$ cat src/rtl/i2c_bus_conditioner.sv
// i2c_bus_conditioner: SCL/SDA synchroniser, glitch filter and
// START/STOP detector feeding the I2C slave FSM.
module i2c_bus_conditioner #(
    parameter int SYNC_STAGES = 2,
    parameter int FILT_LEN    = 4,
    parameter int STOP_PULSE  = 2
) (
    input  logic clk,
    input  logic rst_n,
    input  logic scl_i,
    input  logic sda_i,
    output logic scl_f,
    output logic sda_f,
    output logic start_o,
    output logic stop_o,
    output logic bus_busy
);
    localparam int SETTLE = SYNC_STAGES + FILT_LEN;
    localparam int SW     = $clog2(SETTLE + 1);

    typedef enum logic {IDLE, ACTIVE} state_t;

    state_t        state_q;
    state_t        state_d;
    logic [1:0]    pin;
    logic [1:0]    filt;
    logic          scl_d;
    logic          sda_d;
    logic [SW-1:0] settle_q;
    logic [3:0]    stop_cnt_q;
    logic          settled;
    logic          start_det;
    logic          stop_det;
    logic          scl_rise;
    logic          start_set;
    logic          start_clr;
    logic          stop_fire;

    assign pin = {sda_i, scl_i};

    // Line 0 is SCL, line 1 is SDA.
    for (genvar i = 0; i < 2; i++) begin : g_line
        logic [SYNC_STAGES-1:0] sync_q;
        logic [3:0]             cnt_q;
        logic                   filt_q;
        logic                   smp;

        assign smp     = sync_q[SYNC_STAGES-1];
        assign filt[i] = filt_q;

        always_ff @(posedge clk or negedge rst_n) begin
            if (!rst_n) begin
                sync_q <= '1;
                cnt_q  <= '0;
                filt_q <= 1'b1;
            end else begin
                sync_q <= {sync_q[SYNC_STAGES-2:0], pin[i]};
                if (smp == filt_q) begin
                    cnt_q <= '0;
                end else if (cnt_q == 4'(FILT_LEN - 1)) begin
                    filt_q <= ~filt_q;
                    cnt_q  <= '0;
                end else begin
                    cnt_q <= cnt_q + 4'd1;
                end
            end
        end
    end

    assign scl_f = filt[0];
    assign sda_f = filt[1];

    // Conditions are ignored until the pipeline holds real pin data.
    assign settled   = (settle_q == '0);
    assign scl_rise  = ~scl_d & scl_f;
    assign start_det = settled & sda_d & ~sda_f & scl_d & scl_f;
    assign stop_det  = settled & ~sda_d & sda_f & scl_d & scl_f;

    always_ff @(posedge clk or negedge rst_n) begin
        if (!rst_n) begin
            state_q <= IDLE;
        end else begin
            state_q <= state_d;
        end
    end

    always_comb begin
        state_d = state_q;
        unique case (state_q)
            IDLE:    if (start_det) state_d = ACTIVE;
            ACTIVE:  if (stop_det)  state_d = IDLE;
            default: state_d = IDLE;
        endcase
    end

    always_comb begin
        start_set = start_det;
        stop_fire = (state_q == ACTIVE) & stop_det;
        start_clr = stop_fire | (start_o & scl_rise);
    end

    assign bus_busy = (state_q == ACTIVE);

    always_ff @(posedge clk or negedge rst_n) begin
        if (!rst_n) begin
            settle_q   <= SW'(SETTLE);
            scl_d      <= 1'b1;
            sda_d      <= 1'b1;
            start_o    <= 1'b0;
            stop_o     <= 1'b0;
            stop_cnt_q <= '0;
        end else begin
            scl_d <= scl_f;
            sda_d <= sda_f;
            if (!settled) begin
                settle_q <= settle_q - SW'(1);
            end
            if (start_set) begin
                start_o <= 1'b1;
            end else if (start_clr) begin
                start_o <= 1'b0;
            end
            if (stop_fire) begin
                stop_o     <= 1'b1;
                stop_cnt_q <= 4'(STOP_PULSE - 1);
            end else if (stop_cnt_q != 4'd0) begin
                stop_cnt_q <= stop_cnt_q - 4'd1;
            end else begin
                stop_o <= 1'b0;
            end
        end
    end

endmodule

$ cat config.mk
export PLATFORM = sky130hd
export DESIGN_NAME = i2c_bus_conditioner
export DESIGN_NICKNAME = d
export VERILOG_FILES = /design/src/rtl/i2c_bus_conditioner.sv
export SDC_FILE = /design/constraint.sdc
export NUM_CORES = 1
export LEC_CHECK = 0
export CAP_MARGIN = 20
export CORE_MARGIN = 2
export CORE_UTILIZATION = 25
export DETAILED_ROUTE_END_ITERATION = 8
export GPL_TIMING_DRIVEN = 0
export PLACE_DENSITY = 0.45
export SLEW_MARGIN = 25
export SYNTH_ARGS = -nofsm -noshare
export SYNTH_HDL_FRONTEND = slang
export SYNTH_SLANG_ARGS = --single-unit
$ cat constraint.sdc
create_clock -name clk -period 3.4 [get_ports clk]
set_input_delay 0.68 -clock clk [delete_from_list [all_inputs] [get_ports clk]]
set_output_delay 0.68 -clock clk [all_outputs]
set_load 0.005 [all_outputs]
==> flow_summary.yaml <==
run_status:
  status: "finished clean"
finish:
  most-common-layout-cells: "dfrtp_1, dfstp_2, clkdlybuf4s50_1"
  area_delta_synth_final_pct: 17.35
  final_common_cell: "dfrtp_1"
  nFillCells: 432
  diodes: 0
  design_area_um2: 1320
  layout.cells.non_filler: 156
  fin_nets: 115
  drive_gt1_share_pct: 19.23
  final_util_pct: 30.32
cts:
  ctsHtreeMaxLevel: 1
  cts_hold_buffers: 0
  cts_tree: "done"
  cts_max_path_buffers: 2
  cts.repair.resized: 0
  cts_root_buf: "clkbuf_8"
  cts_buffers: 3
  clk_pin_slew_ns: 0.09
  insertion_delay_ns: 0.26
  cts_setup_buffers: 0
  cts.sinks: 26
yosys:
  synth_warnings: 0
  mappedNetlistArea_um2: 1125
  synth_fp_nets: 102
  ys_seq_area_share_pct: 58.95
  postSynthCellCount: 92
  synth_top_area_share_pct: 35.60
  yosys-top-cells-area: "dfrtp_1, dfstp_2, ha_1"
  ys_types: 26
  yosysTopAreaCell: "dfrtp_1"
  avgSynthCellArea_um2: 12.23
  synth_seq_cells: 26
floorplanning:
  core_area_um2: 4354
  dieArea_um2: 5052
  ios: 9
  die_w_um: 71.08
  start_util_pct: 25.83
  rows: 24
  die_h_um: 71.08
worst_setup_path:
  worst-path-buf-inv: 1
  crit_family: "flip-flops"
  critPathSlowestCell: "dfstp_2"
  cp.required_ns: 2.72
  rrSetupSlack_ns: 1.98
  cp_max_fo: 6
  critPathArrivalTime_ns: 1.38
  worst_setup_path_end_kind: "output port"
  critical_path.max_stage_delay_ns: 0.59
  start_kind: "flip-flop"
  worstPathCellList: "clkdlybuf4s50_1"
  critical_path_class: "flip-flop to output port"
placement:
  post_dp_cell_area_um2: 1265
  dp_cells: 152
  preCtsSetupSlack_ns: 1.623
  place_congestion: 0.7106
  numPortBuffers: 8
  hpwlAfterDp_um: 1251
power:
  p_comb_share_pct: 28.3
  p_leak_nw: 0.5553
  power_switching_uw: 286.7
  internal_power_uw: 654.0
  power_density_nw_per_um2: 712.7
  clockPowerShare_pct: 20.6
  switching_share_pct: 30.48
  peakVddDrop_mv: 0.3054
  p_total_uw: 940.7
  seqPwrFrac_pct: 51.1
route:
  wl_um: 1734
  drtIter0Drc: 35
  wl_per_cell_um: 11.12
  first_pass_iters: 4
  vias: 670
  drc: 0
  antenna_left: 0
  via_per_inst: 4.295
timing:
  skew_ns: 0.003127
  worst_hold_slack_ns: 0.3606
  min_period_ns: 2.058
  setup_slack_ns: 1.342
  rsz0062_at_grt: "false"
  worst_pin_slew_ns: 0.5886
  min_period_over_period_pct: 60.53
  slew_headroom_pct: 60.76
  maxSlewViolCount: 0
  max_freq_mhz: 485.9
  hold_viol: 0
  tns_ns: 0
  finalSetupViolations: 0
global_route:
  track_usage_pct: 8.055
  grt_max_degree: 27
  grt_pass1_vias: 749
  grt_pass1_wl_um: 3187
  grt-ovfl-total: 0
  grt_antenna_before_repair: 0
min_path:
  min_path_type: "flip-flop to flip-flop"
flow_run:
  maxCapViolCount: 0
Yosys cell counts:
cell type  instances
nor3_1             5
a21o_1             1
a211oi_2           1
xor2_1             2
and4b_1            1
a21o_2             1
o21ai_0            4
o221ai_1           1
nor3b_1            3
dfrtp_1           16
nand3_1            2
dfstp_2           10
a21oi_1            5
or3b_4             1
ha_1               6
nor2_1             4
xnor2_1            5
inv_1              6
nand2b_1           5
nand4b_2           1
nor2b_1            2
nand2_1            5
mux2i_1            1
nand3b_1           2
nor3_4             1
a22oi_1            1
cells by family (layout without fill, tap and decap cells):
kind of cell	after synthesis	after routing	synth area share, %
and+or+nand+nor	32	32	18.02
AOI/OAI and AO/OA	14	14	8.009
xor gates and xnor gates	7	7	5.451
muxes	1	1	0.8899
buffers and inverters	6	18	2.002
DFF	26	26	58.95
adders and majority gates	6	6	6.674
state kept, by name, indices dropped and copies added (netlist names):
name and count:
start_o 1, stop_o 1, g_line.sync_q 4, g_line.cnt_q 8, settle_q 3, stop_cnt_q 4
sda_f 1, sda_d 1, bus_busy 1, scl_f 1, scl_d 1
path summary, 6_finish.rpt:
check	start	to	cells after the start
worst max-delay path	sda_f$_DFFE_PN1P_	sda_f	1
worst min-delay path	g_line[0].sync_q[0]$_DFF_PN1_	g_line[0].sync_q[1]$_DFF_PN1_	0
worst max register to register	settle_q[0]$_DFFE_PN0P_	stop_cnt_q[2]$_DFFE_PN0P_	5
worst min register to register	g_line[0].sync_q[0]$_DFF_PN1_	g_line[0].sync_q[1]$_DFF_PN1_	0
max in group asynchronous	rst_n	settle_q[0]$_DFFE_PN0P_	1
min in group asynchronous	rst_n	stop_cnt_q[3]$_DFFE_PN0P_	1
worst reg2reg max path: stages (launching register included):
cell and delay, ns:
dfrtp_1 0.36, inv_1 0.11, ha_1 0.24, nand4b_2 0.18, nor3_4 0.30, nor3_1 0.10
routing by layer:
metal	vias up	part of all wire (%)	track usage, %
met2	8	47	13.40
met5	-	0	0
met1	325	48	9.181
met3	2	3.4	3.561
li1	335	-	-
met4	0	1.1	2.935
final cells by class:
class | count | area [um2] | area share (%)
Multi-Input combinational cell | 60 | 439.2 | 33.27
Tap cell | 52 | 65.06 | 4.929
Sequential cell | 26 | 663.1 | 50.24
Clock buffer | 4 | 55.05 | 4.171
Timing Repair Buffer | 8 | 75.07 | 5.687
Inverter | 6 | 22.52 | 1.706
power by group through the flow:
| stage | Sequential [mW] | Clock, mW | Combinational [mW] |
|---|---|---|---|
| CTS | 0.482 | 0.206 | 0.271 |
| detailed placement | 0.486 | 0 | 0.271 |
| global placement | 0.484 | 0 | 0.261 |
| global route | 0.496 | 0.217 | 0.303 |
| finish | 0.481 | 0.194 | 0.266 |
| floorplan | 0.472 | 0 | 0.185 |
Power figures use the tool's default switching activity.
